==> src/rtl/ysyx_22040895_dmem_ctrl_pkg.sv <==
// Shared types for the data-memory access controller.
// Holds the access size and FSM state encodings, the timeout default and a strobe helper.
package ysyx_22040895_dmem_ctrl_pkg;

    localparam int XLEN_DEF    = 64;
    localparam int TIMEOUT_DEF = 255;
    localparam int BUS_BYTES   = 8;

    typedef enum logic [1:0] {
        SZ_B = 2'b00,
        SZ_H = 2'b01,
        SZ_W = 2'b10,
        SZ_D = 2'b11
    } sz_e;

    typedef enum logic [1:0] {
        IDLE = 2'b00,
        REQ  = 2'b01,
        RESP = 2'b10,
        DONE = 2'b11
    } state_e;

    // Strobe pattern for an access of the given size at lane 0.
    function automatic logic [BUS_BYTES-1:0] strb_base(input sz_e sz);
        logic [BUS_BYTES-1:0] s;
        unique case (sz)
            SZ_B:    s = 8'h01;
            SZ_H:    s = 8'h03;
            SZ_W:    s = 8'h0F;
            SZ_D:    s = 8'hFF;
            default: s = 8'h00;
        endcase
        return s;
    endfunction

endpackage

==> src/rtl/ysyx_22040895_dmem_ctrl_if.sv <==
// Data-memory bus: valid/ready request channel plus a response channel.
// master = controller side, slave = memory side.
interface ysyx_22040895_dmem_ctrl_if #(
    parameter int XLEN = 64
);
    logic            req_valid_o;
    logic            req_ready_i;
    logic [XLEN-1:0] req_addr_o;
    logic            req_we_o;
    logic [7:0]      req_wstrb_o;
    logic [XLEN-1:0] req_wdata_o;
    logic            rsp_valid_i;
    logic [XLEN-1:0] rsp_data_i;
    logic            rsp_err_i;

    modport master (
        output req_valid_o,
        input  req_ready_i,
        output req_addr_o,
        output req_we_o,
        output req_wstrb_o,
        output req_wdata_o,
        input  rsp_valid_i,
        input  rsp_data_i,
        input  rsp_err_i
    );

    modport slave (
        input  req_valid_o,
        output req_ready_i,
        input  req_addr_o,
        input  req_we_o,
        input  req_wstrb_o,
        input  req_wdata_o,
        output rsp_valid_i,
        output rsp_data_i,
        output rsp_err_i
    );
endinterface

==> src/rtl/ysyx_22040895_dmem_align.sv <==
// Lane logic: store strobe/data shifting, load extraction with extension, misalign detect.
// st_* = live request side, ld_* = latched side of the in-flight load.
module ysyx_22040895_dmem_align
    import ysyx_22040895_dmem_ctrl_pkg::*;
#(
    parameter int XLEN = 64
) (
    input  logic [2:0]      st_off,
    input  sz_e             st_size,
    input  logic [XLEN-1:0] st_data,
    input  logic [2:0]      ld_off,
    input  sz_e             ld_size,
    input  logic            ld_sign,
    input  logic [XLEN-1:0] ld_raw,
    output logic            misalign,
    output logic [7:0]      st_strb,
    output logic [XLEN-1:0] st_lane,
    output logic [XLEN-1:0] ld_data
);
    logic [XLEN-1:0] ld_sh;

    always_comb begin
        misalign = 1'b0;
        unique case (st_size)
            SZ_B:    misalign = 1'b0;
            SZ_H:    misalign = st_off[0];
            SZ_W:    misalign = |st_off[1:0];
            SZ_D:    misalign = |st_off;
            default: misalign = 1'b0;
        endcase
    end

    assign st_strb = strb_base(st_size) << st_off;
    assign st_lane = st_data << {st_off, 3'b000};

    assign ld_sh = ld_raw >> {ld_off, 3'b000};

    always_comb begin
        ld_data = ld_sh;
        unique case (ld_size)
            SZ_B: ld_data = {{(XLEN-8){ld_sign & ld_sh[7]}}, ld_sh[7:0]};
            SZ_H: ld_data = {{(XLEN-16){ld_sign & ld_sh[15]}}, ld_sh[15:0]};
            SZ_W: ld_data = {{(XLEN-32){ld_sign & ld_sh[31]}}, ld_sh[31:0]};
            SZ_D: ld_data = ld_sh;
            default: ld_data = ld_sh;
        endcase
    end

endmodule

==> src/rtl/ysyx_22040895_dmem_ctrl.sv <==
// Data-memory access controller: runs one bus transaction per memory-stage access.
// Ports: clk/rst, memory-stage m* inputs, rmdata/stall/misalign/err outputs, bus master.
module ysyx_22040895_dmem_ctrl
    import ysyx_22040895_dmem_ctrl_pkg::*;
#(
    parameter int XLEN        = XLEN_DEF,
    parameter int TIMEOUT_CYC = TIMEOUT_DEF
) (
    input  logic            clk,
    input  logic            rst,
    input  logic            mce_i,
    input  logic            mwe_i,
    input  logic [1:0]      munit_i,
    input  logic            msign_i,
    input  logic [XLEN-1:0] maddr_i,
    input  logic [XLEN-1:0] wmdata_i,
    output logic [XLEN-1:0] rmdata_o,
    output logic            stall_o,
    output logic            misalign_o,
    output logic            err_o,
    ysyx_22040895_dmem_ctrl_if.master bus
);
    localparam int CW = $clog2(TIMEOUT_CYC + 1);

    state_e          state;
    state_e          state_nx;
    logic [CW-1:0]   cnt;
    logic [2:0]      off_q;
    sz_e             size_q;
    logic            sign_q;
    logic            we_q;

    logic            mis;
    logic [7:0]      st_strb;
    logic [XLEN-1:0] st_lane;
    logic [XLEN-1:0] ld_data;
    logic            start;
    logic            timeout;

    ysyx_22040895_dmem_align #(
        .XLEN (XLEN)
    ) u_align (
        .st_off   (maddr_i[2:0]),
        .st_size  (sz_e'(munit_i)),
        .st_data  (wmdata_i),
        .ld_off   (off_q),
        .ld_size  (size_q),
        .ld_sign  (sign_q),
        .ld_raw   (bus.rsp_data_i),
        .misalign (mis),
        .st_strb  (st_strb),
        .st_lane  (st_lane),
        .ld_data  (ld_data)
    );

    assign start   = (state == IDLE) & mce_i & ~mis;
    // Last waiting cycle: counter is about to reach TIMEOUT_CYC.
    assign timeout = (cnt == CW'(TIMEOUT_CYC - 1));

    always_comb begin
        state_nx   = state;
        stall_o    = 1'b0;
        misalign_o = 1'b0;
        unique case (state)
            IDLE: begin
                misalign_o = mce_i & mis;
                stall_o    = start;
                if (start) state_nx = REQ;
            end
            REQ: begin
                stall_o = 1'b1;
                if (bus.req_ready_i) state_nx = RESP;
            end
            RESP: begin
                stall_o = 1'b1;
                if (bus.rsp_valid_i || timeout) state_nx = DONE;
            end
            DONE: begin
                state_nx = IDLE;
            end
            default: state_nx = IDLE;
        endcase
    end

    always_ff @(posedge clk or negedge rst) begin
        if (!rst) begin
            state           <= IDLE;
            cnt             <= '0;
            off_q           <= 3'b000;
            size_q          <= SZ_B;
            sign_q          <= 1'b0;
            we_q            <= 1'b0;
            rmdata_o        <= '0;
            err_o           <= 1'b0;
            bus.req_valid_o <= 1'b0;
            bus.req_addr_o  <= '0;
            bus.req_we_o    <= 1'b0;
            bus.req_wstrb_o <= 8'h00;
            bus.req_wdata_o <= '0;
        end else begin
            state <= state_nx;
            unique case (state)
                IDLE: begin
                    if (start) begin
                        off_q           <= maddr_i[2:0];
                        size_q          <= sz_e'(munit_i);
                        sign_q          <= msign_i;
                        we_q            <= mwe_i;
                        bus.req_valid_o <= 1'b1;
                        bus.req_addr_o  <= {maddr_i[XLEN-1:3], 3'b000};
                        bus.req_we_o    <= mwe_i;
                        bus.req_wstrb_o <= mwe_i ? st_strb : 8'h00;
                        bus.req_wdata_o <= st_lane;
                    end
                end
                REQ: begin
                    if (bus.req_ready_i) begin
                        bus.req_valid_o <= 1'b0;
                        cnt             <= '0;
                    end
                end
                RESP: begin
                    if (bus.rsp_valid_i) begin
                        rmdata_o <= we_q ? '0 : ld_data;
                        err_o    <= bus.rsp_err_i;
                    end else if (timeout) begin
                        rmdata_o <= '0;
                        err_o    <= 1'b1;
                    end else begin
                        cnt <= cnt + 1'b1;
                    end
                end
                default: ;
            endcase
        end
    end

endmodule

==> src/flat_wrapper.sv <==
// flat-port wrapper written by rule: the top's interface ports become plain ports
module ysyx_22040895_dmem_ctrl_flat import ysyx_22040895_dmem_ctrl_pkg::*;
#(
    parameter int XLEN        = XLEN_DEF,
    parameter int TIMEOUT_CYC = TIMEOUT_DEF
)
  (clk, rst, mce_i, mwe_i, munit_i, msign_i, maddr_i, wmdata_i, rmdata_o, stall_o, misalign_o, err_o, bus_req_valid_o, bus_req_ready_i, bus_req_addr_o, bus_req_we_o, bus_req_wstrb_o, bus_req_wdata_o, bus_rsp_valid_i, bus_rsp_data_i, bus_rsp_err_i);
  ysyx_22040895_dmem_ctrl_if #(.XLEN(XLEN)) bus_i ();
  input  logic clk;
  input  logic rst;
  input  logic mce_i;
  input  logic mwe_i;
  input  logic [1:0] munit_i;
  input  logic msign_i;
  input  logic [XLEN-1:0] maddr_i;
  input  logic [XLEN-1:0] wmdata_i;
  output logic [XLEN-1:0] rmdata_o;
  output logic stall_o;
  output logic misalign_o;
  output logic err_o;
  output wire logic [$bits(bus_i.req_valid_o)-1:0] bus_req_valid_o;
  input wire logic [$bits(bus_i.req_ready_i)-1:0] bus_req_ready_i;
  output wire logic [$bits(bus_i.req_addr_o)-1:0] bus_req_addr_o;
  output wire logic [$bits(bus_i.req_we_o)-1:0] bus_req_we_o;
  output wire logic [$bits(bus_i.req_wstrb_o)-1:0] bus_req_wstrb_o;
  output wire logic [$bits(bus_i.req_wdata_o)-1:0] bus_req_wdata_o;
  input wire logic [$bits(bus_i.rsp_valid_i)-1:0] bus_rsp_valid_i;
  input wire logic [$bits(bus_i.rsp_data_i)-1:0] bus_rsp_data_i;
  input wire logic [$bits(bus_i.rsp_err_i)-1:0] bus_rsp_err_i;
  assign bus_req_valid_o = bus_i.req_valid_o;
  assign bus_i.req_ready_i = bus_req_ready_i;
  assign bus_req_addr_o = bus_i.req_addr_o;
  assign bus_req_we_o = bus_i.req_we_o;
  assign bus_req_wstrb_o = bus_i.req_wstrb_o;
  assign bus_req_wdata_o = bus_i.req_wdata_o;
  assign bus_i.rsp_valid_i = bus_rsp_valid_i;
  assign bus_i.rsp_data_i = bus_rsp_data_i;
  assign bus_i.rsp_err_i = bus_rsp_err_i;
  ysyx_22040895_dmem_ctrl #(.XLEN(XLEN), .TIMEOUT_CYC(TIMEOUT_CYC)) u_core (.clk(clk), .rst(rst), .mce_i(mce_i), .mwe_i(mwe_i), .munit_i(munit_i), .msign_i(msign_i), .maddr_i(maddr_i), .wmdata_i(wmdata_i), .rmdata_o(rmdata_o), .stall_o(stall_o), .misalign_o(misalign_o), .err_o(err_o), .bus(bus_i));
endmodule
==> config.mk <==
export PLATFORM = sky130hd
export DESIGN_NAME = ysyx_22040895_dmem_ctrl_flat
export DESIGN_NICKNAME = d
export VERILOG_FILES = /design/src/rtl/ysyx_22040895_dmem_ctrl_pkg.sv /design/src/rtl/ysyx_22040895_dmem_ctrl_if.sv /design/src/rtl/ysyx_22040895_dmem_align.sv /design/src/rtl/ysyx_22040895_dmem_ctrl.sv /design/src/flat_wrapper.sv
export SDC_FILE = /design/constraint.sdc
export NUM_CORES = 1
export LEC_CHECK = 0
export ABC_AREA = 0
export CAP_MARGIN = 20
export CELL_PAD_IN_SITES_DETAIL_PLACEMENT = 1
export CELL_PAD_IN_SITES_GLOBAL_PLACEMENT = 2
export CORE_MARGIN = 1.5
export CORE_UTILIZATION = 27
export DETAILED_ROUTE_END_ITERATION = 7
export PLACE_DENSITY = 0.93
export SLEW_MARGIN = 30
export SYNTH_ARGS = -nofsm -noshare
export SYNTH_HDL_FRONTEND = slang
export SYNTH_SLANG_ARGS = --single-unit
==> constraint.sdc <==
create_clock -name clk -period 3.4 [get_ports clk]
set_clock_uncertainty 0.2 [all_clocks]
set_input_delay 0.85 -clock clk [delete_from_list [all_inputs] [get_ports clk]]
set_output_delay 0.85 -clock clk [all_outputs]
set_load 0.01 [all_outputs]
==> impl_metrics.json, run 1 <==
{
  "portBuffers": 403,
  "vias": 11720,
  "rsz0062_at_grt": "false",
  "crit_type": "in2out",
  "finalHoldViolCount": 0,
  "layout-drive-gt1-share_pct": 11.35,
  "status": "finished clean",
  "synth-async-reset-ratio_pct": 100.0,
  "max-vdd-ir-drop_mv": 0.5095,
  "ios": 407,
  "leakagePower_uw": 0.007613,
  "synth_cell_types": 59,
  "drc": 0,
  "min_period_over_period_pct": 97.88,
  "initial_core_util_pct": 27.28,
  "ys_seq_elements": 216,
  "synth_edf_count": 0,
  "area_growth_pct": 48.88,
  "ys_warn_count": 0,
  "final-setup-viol-count": 0,
  "place_inst": 2222,
  "grt_max_degree": 69,
  "grt-ovfl-total": 0,
  "cts_hold_buf": 0,
  "fin_crit_ns": 3.328,
  "rows": 77,
  "grt_antenna_before_repair": 7,
  "max-slew-margin-rel_pct": 45.53,
  "crit_arrival_ns": 2.28,
  "die_h_um": 213.9,
  "dieArea_sq_um": 45750,
  "avgSynthCellArea_sq_um": 9.434,
  "drv_cap": 0,
  "ctsLongestPathBuffers": 3,
  "post-place-ws_ns": -0.6085,
  "insertion_delay_ns": 0.55,
  "drtPass1Iterations": 4,
  "synth_cells": 1273,
  "n_fill_cell": 5005,
  "layout.nets": 1870,
  "hpwlAfterDp_mm": 38.06,
  "numClockSinks": 216,
  "routabilityCongestion": 0.8866,
  "path_max_fanout": 2,
  "wl_mm": 51.40,
  "startpoint_type": "input port",
  "cts-root-buf": "clkbuf_16",
  "core_sq_um": 44030,
  "tightest_slew_ns": 0.8171,
  "setup_ws_ns": 0.07206,
  "netlist_area_sq_um": 12010,
  "fmax_mhz": 300.5,
  "cp-end-kind": "output pin",
  "wire_per_inst_um": 22.58,
  "cts.clk_slew.worst_paths_ns": 0.06,
  "stdcell_count": 2276,
  "cts_htree_levels": 1,
  "grt_pass1_wl_mm": 76.72,
  "yosys_most_used_dff": "dfrtp_1",
  "hold_class": "in2async",
  "grt_usage_pct": 22.14,
  "cts_inserted_buffers": 28,
  "critPathRequiredTime_ns": 2.35,
  "power.density_nw_per_um2": 871.1,
  "slew_violations": 0,
  "synth-seq-area-share_pct": 45.01,
  "grt_pass1_vias": 12730,
  "vias_per_cell": 5.151,
  "die-width_um": 213.9,
  "cts_tree": "yes",
  "ant_nets": 0,
  "drt-initial-drc-count": 581
}
-- critical path, stage by stage --
cell and delay [ns]:
clkdlybuf4s50_1 0.54, inv_1 0.08, o21a_2 0.26, and3_4 0.20
nor2_1 0.11, nor2_2 0.08, buf_2 0.14
-- metrics by stage --
step	utilization [%]	TNS [ns]	total power (uW)	hold slack [ns]	area (sq um)
3_3_place_gp	38.32	-1.514	12160	0.2525	16870
3_5_place_dp	38.32	-1.641	12390	0.2593	16870
2_1_floorplan	-	0	8225	0.3025	12020
6_report	40.61	0	15580	0.06173	17880
5_1_grt	40.61	0	16520	0.07727	17880
4_1_cts	40.59	0	15720	0.05567	17870
-- registers in the layout, summed over array words and instances, names as in the netlist --
name	cells
u_core.bus.req_wdata_o	64
u_core.rmdata_o	64
u_core.bus.req_addr_o	61
u_core.bus.req_wstrb_o	8
u_core.cnt	8
u_core.off_q	3
u_core.size_q	2
u_core.state	2
u_core.bus.req_valid_o	1
u_core.bus.req_we_o	1
u_core.err_o	1
u_core.sign_q	1
-- worst paths after layout --
check	startpoint	endpoint	slack [ns]	depth (start not counted)
min in group clk	u_core.bus.req_addr_o[53]$_DFFE_PN0P_	u_core.bus.req_addr_o[53]$_DFFE_PN0P_	0.27	2
max	munit_i[0]	stall_o	0.07	7
min reg2reg	u_core.bus.req_addr_o[53]$_DFFE_PN0P_	u_core.bus.req_addr_o[53]$_DFFE_PN0P_	0.27	2
max in group asynchronous	rst	u_core.bus.req_addr_o[13]$_DFFE_PN0P_	2.13	2
max reg2reg	u_core.off_q[0]$_DFFE_PN0P_	u_core.rmdata_o[32]$_DFFE_PN0P_	0.69	6
min	rst	u_core.rmdata_o[28]$_DFFE_PN0P_	0.06	1
-- cells in the final DEF (no fill, tap or decap), types with 6 or more instances in the layout --
cell type,n
o22a_1,10
mux2_2,30
buf_4,45
o21ai_1,8
clkdlybuf4s50_1,396
o21ai_0,34
inv_1,10
a211oi_1,6
o22ai_1,9
a22oi_1,22
o21a_1,16
nand2_1,306
nand2b_1,10
clkbuf_1,6
buf_12,12
nand3_1,24
a221oi_1,9
mux2i_1,88
clkbuf_16,29
o211ai_1,19
o221ai_1,10
a22o_1,19
o31ai_1,20
ha_1,7
a21oi_2,10
nor2_1,76
a21oi_1,119
dfrtp_1,214
mux4_2,30
nand3b_1,10
-- report_power, final --
part           internal (uW)  switching [uW]
combinational           3840            3840
sequential              3710             982
clock                   1980            1220
total                   9540            6040
-- final cells by class --
class	count	area, sq um	area share, %
repair buffers	458	4581	25.62
flip-flops and latches	216	5408	30.25
clock inverters	15	215.2	1.204
inverters	11	41.29	0.2309
clock buffers	37	775.7	4.339
diodes	1	2.502	0.01400
well taps	592	740.7	4.143
multi-input cells	946	6116	34.21
-- synthesized netlist by cell type (3+ instances only) --
cell | n | share of area, %
o22a_1 | 10 | 0.73
buf_2 | 30 | 1.3
buf_4 | 10 | 0.63
a31oi_1 | 3 | 0.16
nand2b_1 | 10 | 0.52
o221ai_1 | 10 | 0.73
a21o_1 | 3 | 0.19
xnor2_1 | 5 | 0.36
a22o_1 | 19 | 1.4
buf_6 | 5 | 0.47
nor2b_1 | 3 | 0.16
and2_1 | 3 | 0.16
a21oi_2 | 9 | 0.66
nand3b_1 | 10 | 0.63
o22ai_1 | 9 | 0.47
o21ai_0 | 34 | 1.4
dfrtp_1 | 216 | 45
mux4_2 | 30 | 5.6
o31ai_1 | 20 | 1.3
nand3_1 | 25 | 1.0
buf_1 | 14 | 0.44
a221oi_1 | 9 | 0.66
a22oi_1 | 22 | 1.4
mux2_2 | 30 | 2.8
inv_1 | 10 | 0.31
clkbuf_1 | 43 | 1.3
nor2_1 | 77 | 2.4
ha_1 | 7 | 0.73
nand2_1 | 306 | 9.6
a211oi_1 | 6 | 0.38
o211ai_1 | 19 | 1.2
o21a_1 | 17 | 1.1
o21ai_1 | 8 | 0.33
mux2i_1 | 88 | 7.3
a21oi_1 | 120 | 5.0
-- cells by family after synthesis --
family | Yosys count | synth area share (%)
other | 1 | 0.03123
xor gates and xnor gates | 5 | 0.3646
buffers and inverters | 113 | 4.470
and+or+nand+nor | 452 | 15.58
adders and majority gates | 7 | 0.7293
DFF | 216 | 45.01
muxes | 148 | 15.77
AOI/OAI and AO/OA | 331 | 18.05
-- layer usage --
layer	up-vias	part of all wire [%]	track usage, %
met5	-	0.12	0
met4	10	4.2	9.786
met3	112	9.8	7.557
met2	519	47	37.20
met1	5779	39	25.50
li1	5303	-	-
-- repair_timing --
item	in CTS	in global routing
endpoints found under the setup margin	1	0
setup buffers	1	0
gates resized for setup	8	0
hold endpoints to repair	0	0
Power figures use the tool's default switching activity.
==> run 2: changes to the inputs <==
--- a/config.mk
+++ b/config.mk
@@ -12,6 +12,7 @@
 export CORE_MARGIN = 1.5
 export CORE_UTILIZATION = 27
 export DETAILED_ROUTE_END_ITERATION = 7
+export MAX_ROUTING_LAYER = met4
 export PLACE_DENSITY = 0.93
 export SLEW_MARGIN = 30
 export SYNTH_ARGS = -nofsm -noshare
==> run 2 against run 1 <==
Final cell count decreased by 0.13%; count of clock-buffer cells in the layout increased by 2; non-clock buffer count decreased by 3; largest power group unchanged; sequential share of layout area increased by 0.12 points; clock power decreased by 4%.
==> impl_metrics.json, run 2 (synthesis results as in run 1) <==
{
  "dieArea_sq_um": 45750,
  "fmax_mhz": 298.6,
  "cts-root-buf": "clkbuf_16",
  "cp-end-kind": "output pin",
  "wl_mm": 51.36,
  "ctsLongestPathBuffers": 3,
  "insertion_delay_ns": 0.55,
  "area_growth_pct": 48.31,
  "hold_class": "in2async",
  "p_clk_share_pct": 20.0,
  "post_cts_buffers": 0,
  "core_sq_um": 44030,
  "grt_use_met1_pct": 26.00,
  "die_h_um": 213.9,
  "routabilityCongestion": 0.8992,
  "status": "finished clean",
  "min_period_over_period_pct": 98.49,
  "drtPass1Iterations": 5,
  "rows": 77,
  "layout-drive-gt1-share_pct": 11.20,
  "hpwlAfterDp_mm": 38.10,
  "path_max_fanout": 3,
  "crit_start": "munit_i[1]",
  "p_int_uw": 9414,
  "power.density_nw_per_um2": 865.1,
  "grt_usage_pct": 22.66,
  "vias_per_cell": 5.138,
  "ant_nets": 0,
  "max-vdd-ir-drop_mv": 0.3924,
  "vias": 11680,
  "layout_commonest_cell": "clkdlybuf4s50_1",
  "startpoint_type": "input port",
  "grt-busiest-layer": "met2",
  "grt_pass1_vias": 12470,
  "cts_tree": "yes",
  "leakagePower_uw": 0.007581,
  "cts_hold_buf": 0,
  "grt_max_degree": 97,
  "p_sw_uw": 5993,
  "cts_htree_levels": 1,
  "initial_core_util_pct": 27.28,
  "p_sw_share_pct": 38.90,
  "p_comb_share_pct": 49.6,
  "cts.clk_slew.worst_paths_ns": 0.06,
  "final_util_pct": 40.45,
  "top_regs": "u_core.bus.req_wdata_o: 64 flops, u_core.rmdata_o: 64 flops, u_core.bus.req_addr_o: 61 flops",
  "grt_antenna_before_repair": 3,
  "final_cell_mix": "397 x clkdlybuf4s50_1, 306 x nand2_1, 214 x dfrtp_1, 119 x a21oi_1, 88 x mux2i_1",
  "gr-usage-met3_pct": 6.620,
  "critPathRequiredTime_ns": 2.35,
  "max-slew-margin-rel_pct": 47.26,
  "portBuffers": 403,
  "ios": 407,
  "crit_arrival_ns": 2.30,
  "drv_cap": 0,
  "rr_startpoint": "u_core.off_q[0]$_DFFE_PN0P_",
  "timing.hold.ws_ns": 0.06165,
  "seq_power_share_pct": 30.3,
  "slew_violations": 0,
  "rsz0062_at_grt": "false",
  "layout.nets": 1867,
  "fin_crit_ns": 3.349,
  "wire_per_inst_um": 22.59,
  "tightest_slew_ns": 0.7911,
  "final-setup-viol-count": 0,
  "crit_type": "in2out",
  "finalHoldViolCount": 0,
  "grt_pass1_wl_mm": 76.04,
  "cts_inserted_buffers": 28,
  "grt-ovfl-total": 0,
  "drc": 0,
  "numClockSinks": 216,
  "drt-initial-drc-count": 691,
  "die-width_um": 213.9,
  "use_met2_pct": 37.53
}
-- run 2: changes by cell type in the layout (fill, tap and decap cells not counted), moves of 2 or more --
cell	previous run	this run
buf_12	12	10
bufinv_16	5	3
clkbuf_8	2	5
clkinvlp_4	3	1
diode_2	1	3
-- run 2: critical path, stage by stage --
cell and delay (ns):
clkdlybuf4s50_1 0.47, a21oi_2 0.19, o21a_4 0.19, and3_4 0.19
nor2_1 0.05, nor2_2 0.18, buf_2 0.17
-- run 2: path summary, 6_finish.rpt --
path | endpoint | slack (ns) | cells past startpoint
max in group asynchronous | u_core.bus.req_addr_o[13]$_DFFE_PN0P_ | 2.14 | 2
min in group clk | u_core.bus.req_wdata_o[1]$_DFFE_PN0P_ | 0.27 | 2
worst min register to register | u_core.bus.req_wdata_o[1]$_DFFE_PN0P_ | 0.27 | 2
worst max register to register | u_core.rmdata_o[59]$_DFFE_PN0P_ | 0.66 | 6
worst min-delay path | u_core.rmdata_o[30]$_DFFE_PN0P_ | 0.06 | 1
worst max-delay path | stall_o | 0.05 | 7
-- run 2: final cells by class --
class                   count  area [sq um]
fillers                  5032         26220
multi-input cells         946          6126
flip-flops and latches    216          5408
repair buffers            455          4534
clock buffers              39         813.3
well taps                 592         740.7
clock inverters            11         140.1
inverters                  11         41.29
diodes                      3         7.507
-- run 2: what timing repair did --
action	CTS	global route
endpoints found under the hold margin	0	0
gates resized for setup	7	2
pin swaps	2	1
setup endpoints to repair	1	1
-- run 2: stage by stage --
| stage | setup TNS (ns) | setup WS, ns | total power (uW) | instance area [sq um] | instances |
|---|---|---|---|---|---|
| detailed placement | -1.552 | -0.5840 | 12360 | 16830 | 2220 |
| global placement | -1.684 | -0.6355 | 12140 | 16830 | 2220 |
| finish | 0 | 0.05136 | 15410 | 17810 | 2273 |
| CTS | 0 | 0.003878 | 15560 | 17790 | 2270 |
| global route | 0 | 0.004208 | 16350 | 17810 | 2273 |
| floorplan | 0 | 0.1594 | 8225 | 12020 | 1275 |
-- run 2: per-layer routing --
metal  up-vias  routed length [um]
met5         -                   0
met4         0                1823
met3        82                4698
met2       476               24500
met1      5811               20330
li1       5309                   -
-- run 2: power by group through the flow --
stage	Sequential [uW]	Clock (uW)	Combinational, uW
global placement	4640	0	7500
floorplan	4880	0	3350
finish	4680	3080	7650
CTS	4680	3160	7710
detailed placement	4700	0	7660
global route	4830	3260	8260
